<file path="src/rtl/lsu_pkg.sv">
// Shared op encodings, FSM state type and op-decode helpers for the load/store unit.
package lsu_pkg;

  localparam logic [3:0] LB  = 4'h0;
  localparam logic [3:0] LH  = 4'h1;
  localparam logic [3:0] LW  = 4'h2;
  localparam logic [3:0] LD  = 4'h3;
  localparam logic [3:0] LBU = 4'h4;
  localparam logic [3:0] LHU = 4'h5;
  localparam logic [3:0] LWU = 4'h6;
  localparam logic [3:0] SB  = 4'h8;
  localparam logic [3:0] SH  = 4'h9;
  localparam logic [3:0] SW  = 4'hA;
  localparam logic [3:0] SD  = 4'hB;

  typedef enum logic [1:0] {IDLE, ISSUE, WAIT, RESP} lsu_state_e;

  function automatic logic [3:0] size_bytes(input logic [3:0] op);
    return 4'd1 << op[1:0];
  endfunction

  function automatic logic is_legal(input logic [3:0] op, input int xlen);
    logic [2:0] f3;
    f3 = op[2:0];
    if (op[3]) return !f3[2] && (f3[1:0] != 2'd3 || xlen == 64);
    return (f3 != 3'b111) && (xlen == 64 || (f3[1:0] != 2'd3 && f3 != 3'b110));
  endfunction

  function automatic logic misaligned(input logic [3:0] op, input logic [2:0] a);
    return (a & 3'(size_bytes(op) - 4'd1)) != 3'd0;
  endfunction

endpackage

</file>
<file path="src/rtl/lsu_lane_align.sv">
// Byte-lane steering: store data/mask placement and load extract with sign/zero extension.
module lsu_lane_align
  import lsu_pkg::*;
#(
  parameter  int XLEN      = 32,
  localparam int NUM_LANES = XLEN / 8,
  localparam int OFF_W     = $clog2(NUM_LANES)
) (
  input  logic [2:0]           f3,
  input  logic [OFF_W-1:0]     off,
  input  logic [XLEN-1:0]      st_data,
  input  logic [XLEN-1:0]      ld_word,
  output logic [XLEN-1:0]      st_lane,
  output logic [NUM_LANES-1:0] st_mask,
  output logic [XLEN-1:0]      ld_data
);

  logic [3:0]      sz;
  logic [XLEN-1:0] ld_sh;

  assign sz      = size_bytes({1'b0, f3});
  assign st_lane = st_data << {off, 3'b000};
  assign ld_sh   = ld_word >> {off, 3'b000};

  for (genvar i = 0; i < NUM_LANES; i++) begin : g_lane
    assign st_mask[i] = (int'(off) <= i) && (i < int'(off) + int'(sz));
  end

  // f3[2] selects zero extension; size 3 only reaches here when XLEN=64.
  always_comb begin
    ld_data = ld_sh;
    case (f3[1:0])
      2'd0:    ld_data = f3[2] ? XLEN'(ld_sh[7:0])  : XLEN'($signed(ld_sh[7:0]));
      2'd1:    ld_data = f3[2] ? XLEN'(ld_sh[15:0]) : XLEN'($signed(ld_sh[15:0]));
      2'd2:    ld_data = f3[2] ? XLEN'(ld_sh[31:0]) : XLEN'($signed(ld_sh[31:0]));
      default: ld_data = ld_sh;
    endcase
  end

endmodule

</file>
<file path="src/rtl/lsu_mem_ctrl.sv">
// Sequential LSU: valid/ready toward the core, single-outstanding registered handshake toward memory.
module lsu_mem_ctrl
  import lsu_pkg::*;
#(
  parameter int XLEN        = 32,
  parameter int ADDR_W      = 32,
  parameter int TIMEOUT_CYC = 255
) (
  input  logic              clk,
  input  logic              rst_n,
  input  logic              req_valid,
  output logic              req_ready,
  input  logic [3:0]        req_op,
  input  logic [ADDR_W-1:0] req_addr,
  input  logic [XLEN-1:0]   req_wdata,
  output logic              resp_valid,
  input  logic              resp_ready,
  output logic [XLEN-1:0]   resp_rdata,
  output logic              resp_err,
  output logic              mem_req_valid,
  input  logic              mem_req_ready,
  output logic              mem_we,
  output logic [ADDR_W-1:0] mem_addr,
  output logic [XLEN-1:0]   mem_wdata,
  output logic [XLEN/8-1:0] mem_wmask,
  input  logic              mem_rvalid,
  input  logic [XLEN-1:0]   mem_rdata
);

  localparam int NUM_LANES = XLEN / 8;
  localparam int OFF_W     = $clog2(NUM_LANES);
  localparam int CNT_W     = (TIMEOUT_CYC > 1) ? $clog2(TIMEOUT_CYC) : 1;
  localparam logic [CNT_W-1:0] CNT_LAST = CNT_W'(TIMEOUT_CYC - 1);

  lsu_state_e state_q, state_d;

  logic [3:0]           op_q;
  logic [ADDR_W-1:0]    addr_q;
  logic [XLEN-1:0]      wdata_q;
  logic [CNT_W-1:0]     cnt_q;
  logic                 hshake, tmo, bad_req;
  logic [XLEN-1:0]      al_wdata, al_rdata;
  logic [NUM_LANES-1:0] al_wmask;

  lsu_lane_align #(.XLEN(XLEN)) u_align (
    .f3      (op_q[2:0]),
    .off     (addr_q[OFF_W-1:0]),
    .st_data (wdata_q),
    .ld_word (mem_rdata),
    .st_lane (al_wdata),
    .st_mask (al_wmask),
    .ld_data (al_rdata)
  );

  always_ff @(posedge clk) begin
    if (!rst_n) state_q <= IDLE;
    else        state_q <= state_d;
  end

  // A completing handshake or read beat wins over a coincident timeout.
  always_comb begin
    state_d    = state_q;
    req_ready  = rst_n && (state_q == IDLE);
    resp_valid = (state_q == RESP);
    hshake     = mem_req_valid && mem_req_ready;
    tmo        = (TIMEOUT_CYC != 0) && (cnt_q == CNT_LAST) && (state_q inside {ISSUE, WAIT});
    bad_req    = !is_legal(req_op, XLEN) || misaligned(req_op, req_addr[2:0]);
    case (state_q)
      IDLE:  if (req_valid) state_d = bad_req ? RESP : ISSUE;
      ISSUE: if (hshake) state_d = op_q[3] ? RESP : WAIT;
             else if (tmo) state_d = RESP;
      WAIT:  if (mem_rvalid || tmo) state_d = RESP;
      RESP:  if (resp_ready) state_d = IDLE;
      default: state_d = IDLE;
    endcase
  end

  always_ff @(posedge clk) begin
    if (!rst_n) begin
      op_q          <= '0;
      addr_q        <= '0;
      wdata_q       <= '0;
      cnt_q         <= '0;
      mem_req_valid <= 1'b0;
      mem_we        <= 1'b0;
      mem_addr      <= '0;
      mem_wdata     <= '0;
      mem_wmask     <= '0;
      resp_rdata    <= '0;
      resp_err      <= 1'b0;
    end else begin
      case (state_q)
        IDLE: if (req_valid) begin
          op_q       <= req_op;
          addr_q     <= req_addr;
          wdata_q    <= req_wdata;
          cnt_q      <= '0;
          resp_rdata <= '0;
          resp_err   <= bad_req;
        end
        // First ISSUE cycle registers the lane-steered request; it then holds until accepted.
        ISSUE: begin
          cnt_q <= cnt_q + 1'b1;
          if (hshake) begin
            mem_req_valid <= 1'b0;
          end else if (tmo) begin
            mem_req_valid <= 1'b0;
            resp_err      <= 1'b1;
          end else if (!mem_req_valid) begin
            mem_req_valid <= 1'b1;
            mem_we        <= op_q[3];
            mem_addr      <= {addr_q[ADDR_W-1:OFF_W], OFF_W'(0)};
            mem_wdata     <= al_wdata;
            mem_wmask     <= op_q[3] ? al_wmask : '0;
          end
        end
        WAIT: begin
          cnt_q <= cnt_q + 1'b1;
          if (mem_rvalid) resp_rdata <= al_rdata;
          else if (tmo)   resp_err   <= 1'b1;
        end
        RESP: if (resp_ready) begin
          resp_rdata <= '0;
          resp_err   <= 1'b0;
        end
        default: ;
      endcase
    end
  end

endmodule

</file>
<file path="config.mk">
export PLATFORM = sky130hd
export DESIGN_NAME = lsu_mem_ctrl
export DESIGN_NICKNAME = d
export VERILOG_FILES = /design/src/rtl/lsu_pkg.sv /design/src/rtl/lsu_lane_align.sv /design/src/rtl/lsu_mem_ctrl.sv
export SDC_FILE = /design/constraint.sdc
export NUM_CORES = 1
export LEC_CHECK = 0
export ABC_AREA = 0
export CORE_MARGIN = 2
export CORE_UTILIZATION = 50
export DETAILED_ROUTE_END_ITERATION = 10
export DONT_BUFFER_PORTS = 1
export PLACE_DENSITY = 0.72
export REMOVE_ABC_BUFFERS = 1
export SETUP_SLACK_MARGIN = 0.2
export SYNTH_ARGS = -nofsm -noshare
export SYNTH_HDL_FRONTEND = slang
export SYNTH_SLANG_ARGS = --single-unit
</file>
<file path="constraint.sdc">
create_clock -name clk -period 5.4 [get_ports clk]
set_input_delay 1.08 -clock clk [delete_from_list [all_inputs] [get_ports clk]]
set_output_delay 1.08 -clock clk [all_outputs]
set_load 0.01 [all_outputs]
</file>
* Yosys cells after proc, flatten, opt, wreduce, memory -nomap -nowiden
Cells that the tools add are included.
Storage, ports and cells: register bits 179, latch bits 0, RAM bits 0, bits in read-only memories 0, input bits 106, output and inout port bits 105, word-level logic and storage cells 100, memories kept 0
Operators by class: add/sub/neg operators 3, $mul 0, div/mod/pow operators 0, $lt $le $gt $ge 7, equality and inequality tests 15, shift-type cells 4, multiplexer cells 29, bitwise logic cells 4, reduce and logical (&&, ||, !) cells 26
Operators with widths (number):
- $mux W32 | 5
- $pmux W32 S3 | 1
- $lt A3 B32 Y1 const A | 2
- $pmux W32 S2 | 1
- $lt A1 B32 Y1 const A | 1
- $lt A2 B32 Y1 const A | 1
- $shl A32 B5 Y32 | 1
- $shr A32 B5 Y32 | 1
- $pmux W8 S2 | 1
- $reduce_and A4 Y1 | 4
- $mux W2 | 6
- $mux W1 | 11
- $ne A2 B2 Y1 const B | 5
- $logic_and A1 B1 Y1 | 9
- $ne A3 B3 Y1 const B | 3
- $add A8 B1 Y8 const B | 1
- $eq A8 B8 Y1 const B | 1
- $mux W8 | 1
- $pmux W2 S4 | 1
- $reduce_bool A3 Y1 | 2
- $add A2 B4 Y5 | 1
- $eq A2 B1 Y1 const B | 2
- $eq A2 B2 Y1 const B | 2
- $le A2 B1 Y1 const B | 2
- other kinds (15) | 23

* Longest topological paths before layout
word-level depth 9, depth in mapped cells 10, gate-level depth less buffers 8

* By module
Synthesis repeated with hierarchy kept, for this count alone.
Second synthesis, totals: cells, all modules 1032, area total of the unflattened synthesis 8012.7 um^2
Modules (own cells, without submodules):
- lsu_mem_ctrl | times used 1, cells an instance 823, area each 6586.3 um^2, sequential area each 3583.4 um^2
- lsu_lane_align | times used 1, cells an instance 209, area each 1426.4 um^2, sequential area each 0.0 um^2

* Worst setup path before layout
No wires, ideal clock.
kind in2out, start in rst_n, end out req_ready, arrival 1753 ps, data required time 4320 ps, slack 2567 ps, stages 3, path buffers 2, cell sequence clkbuf_1 -> clkbuf_1 -> and2_1
On the way: word-level cells in the longest chain between the ends 1
RTL lines:
- start: declaration | line lsu_mem_ctrl.sv:10 | input logic rst_n,
- $logic_and A1 B1 Y1 | line lsu_mem_ctrl.sv:63 | req_ready = rst_n && (state_q == IDLE);
- end: declaration | line lsu_mem_ctrl.sv:12 | output logic req_ready,
Every way passes these cells.

* Final worst setup path
start reg state_q[0], end reg resp_rdata[18]
On the way: word-level cells in the longest chain between the ends 3, elaborated cells between the ends (all ways) 9, those cells by class 5 x eq/ne; 1 x mux; 3 x reduce/logical
RTL lines:
- start: declaration | line lsu_mem_ctrl.sv:35 | lsu_state_e state_q, state_d;
- start signal: assignment | line lsu_mem_ctrl.sv:57 | else state_q <= state_d;
- $eq A2 B2 Y1 / $logic_not A2 Y1 (equally long branches) | line lsu_mem_ctrl.sv:92 | case (state_q)
- $ne A2 B2 Y1 (no source line) (tied with other cells)
- $reduce_and A4 Y1 (no source line)
- end signal: assignment | line lsu_mem_ctrl.sv:119 | if (mem_rvalid) resp_rdata <= al_rdata;
- end: declaration | line lsu_mem_ctrl.sv:18 | output logic [XLEN-1:0] resp_rdata,
Several ways; a longest one is shown, not always the timed one. A chain may end at the register's enable or synchronous reset.

==> out/metrics.cfg <==
[detailed_routing]
num_vias=6101
drtAntennaViolNets=0
wirelength_um=19100
drc_errors=0
drtIter0Drc=317
vias_per_cell=5.77
wl_per_cell_um=18.0
dr.pass1.iters=4

[clocking]
cts_tree=yes
cts-root-buf=clkbuf_16
cts_repair_resize_count=0
cts_setup_buffers=0
cts_num_sinks=179
cts_buffers=17
h-tree-depth=4
clk-insertion-delay-late_ns=0.43
clk_pin_slew_ns=0.07
cts_hold_buf=0
clk_path_buf_depth=2

[floorplanning]
ioPinCount=211
dieArea_mm2=0.0166
start_util_pct=51.3
fp.dieH_um=129
rows=45
core_mm2=0.0152
fp.dieW_um=129

[layout]
drive_above_1_share_pct=9.31
nets=972
synthToLayoutAreaGrowth_pct=7.12
antenna_cells=0

[critical_path]
rr_worst_depth=7
cp_data_arrival_time_ns=3.04
reg2reg_slack_ns=2.73
crit-reg2reg-launch=state_q[0]
regToRegEndpoint=resp_rdata[18]
criticalPathCategory=flop to flop
path_cells=inv_1, ha_1, or2b_4, and3_1, nand2_2, nor4_4, a221o_2
cp.required_ns=5.78
critPathMaxFanout=16
crit_slowest_cell=nor4_4
start_kind=flop
max_stage_delay_ns=0.63
cp-end-kind=flop

[logic_synthesis]
yosysTopAreaCell=dfxtp_1
yosysWarnings=0
synth_seq_cells=179
syn_inst=902
yosys.cell_count.top_type=nand2_1
synth_edf_count=0
syn_area_per_cell_um2=8.65
synth_area_leaders=dfxtp_1 (46%), nand2_1 (13%), a21boi_0 (10%)
ys_types=53
synth_area_mm2=0.00780
synth_common_cells=nand2_1 (274), dfxtp_1 (179), a21boi_0 (106)
synthArstFlopShare_pct=0
yosys.area.top_type_share_pct=45.9
synthFlopType=dfxtp_1
synth_seq_area_share_pct=45.9

[global_routing]
grt_start_max_net_pins=131
overflow=0
grt.total_usage_pct=22.8
grt_pass1_wl_um=29800
antenna_found_initial=0
grt_pass1_vias=5793

[flow_run]
cap_violations=0

[sta]
worst_pin_slew_ns=0.870
rsz0062_at_grt=false
hold_viol=0
fin_crit_sh_pct=49.4
slew_viol_final=0
timing.fmax_mhz=375
setup_tns_ns=0
relSlewSlack_pct=42.0
setup_violations=0
skew_ns=0.00615
hold-worst-slack_ns=0.452
period_needed_ns=2.67

[place]
dpl.hpwl_um=12100
io_buffers=0
place_congestion=0.792

[pwr]
power.leakage_nw=2.95
total_power_mw=3.86
ir_drop_mv=0.267
p_per_area_mw_per_mm2=461

[hold_path]
hold_depth=2
hold_start=addr_q[19]
min_path_type=flop to flop
hold_end=mem_addr[19]

[run_status]
run_status=finished, final reports clean

## metrics by stage
step | area [um2] | std cells | utilization, % | setup slack [ns]
after floorplan | 7460 | 831 | - | 1.77
after global placement | 7770 | 1027 | 51.1 | 2.63
after detailed placement | 7770 | 1027 | 51.1 | 2.57
after CTS | 8360 | 1058 | 55.0 | 2.75
after global routing | 8360 | 1058 | 55.0 | 2.52
final | 8360 | 1058 | 55.0 | 2.73
## cell type report
class	instances	area (um2)
sequential	179	3590
timing repair buffer	8	60.1
tap	188	235
clock buffer	19	453
fill	1415	6850
multi-input combinational	645	3860
inverter	7	26.3
clock inverter	12	131
## cell usage in the layout (no fill, tap or decap), types with 9 or more instances in the layout
cell type / n
nand2_1: 273
dfxtp_1: 177
a21boi_0: 106
a21oi_1: 30
mux2i_1: 27
o21ai_0: 23
o211ai_1: 20
nor2_1: 18
mux2_2: 17
clkbuf_16: 17
nand3_1: 15
a221o_2: 10
o211a_1: 9
## where the power goes
part	internal, mW	total, mW	switching, mW
combinational	0.316	0.912	0.596
sequential	1.51	1.71	0.201
clock	0.704	1.23	0.528
## worst max path at each step
stage	start	endpoint	slack (ns)
final	state_q[0]	resp_rdata[18]	2.73
after global routing	state_q[0]	resp_rdata[29]	2.52
after CTS	state_q[0]	resp_rdata[18]	2.75
after detailed placement	mem_rvalid	resp_rdata[18]	2.57
after global placement	mem_rvalid	resp_rdata[17]	2.63
after floorplan	state_q[1]	mem_wdata[10]	1.77
## layer usage
metal  vias up  share of wire [%]  global-route usage [%]
met5         -                  0                       0
met4         0                1.9                    7.80
met1      2862                 43                    27.4
met3        28                9.3                    9.48
met2       204                 46                    36.9
li1       3007                  -                       -
## state kept, by name, summed over array words and instances (netlist names)
| signal | count |
|---|---|
| addr_q | 32 |
| mem_wdata | 32 |
| resp_rdata | 32 |
| wdata_q | 32 |
| mem_addr | 30 |
| cnt_q | 8 |
| mem_wmask | 4 |
| op_q | 4 |
| state_q | 2 |
| mem_req_valid | 1 |
| mem_we | 1 |
| resp_err | 1 |
## logic make-up after synthesis
family	after synthesis	share of synthesized area, %
AO/OA/AOI/OAI	231	21.9
XOR/XNOR	8	0.898
adder cells (fa/ha/maj)	8	1.28
buffers and inverters	79	4.70
flip-flops	179	45.9
multiplexers	44	5.92
other	1	0.0481
AND/OR/NAND/NOR	352	19.3
## critical path: cells and delay by family (launching register included)
kind / cells / cell delay [ns]
AND/OR/NAND/NOR: 4 / 1.59
flip-flops: 1 / 0.37
adder cells (fa/ha/maj): 1 / 0.33
AO/OA/AOI/OAI: 1 / 0.23
buffers and inverters: 1 / 0.09
Power figures use the tool's default switching activity.
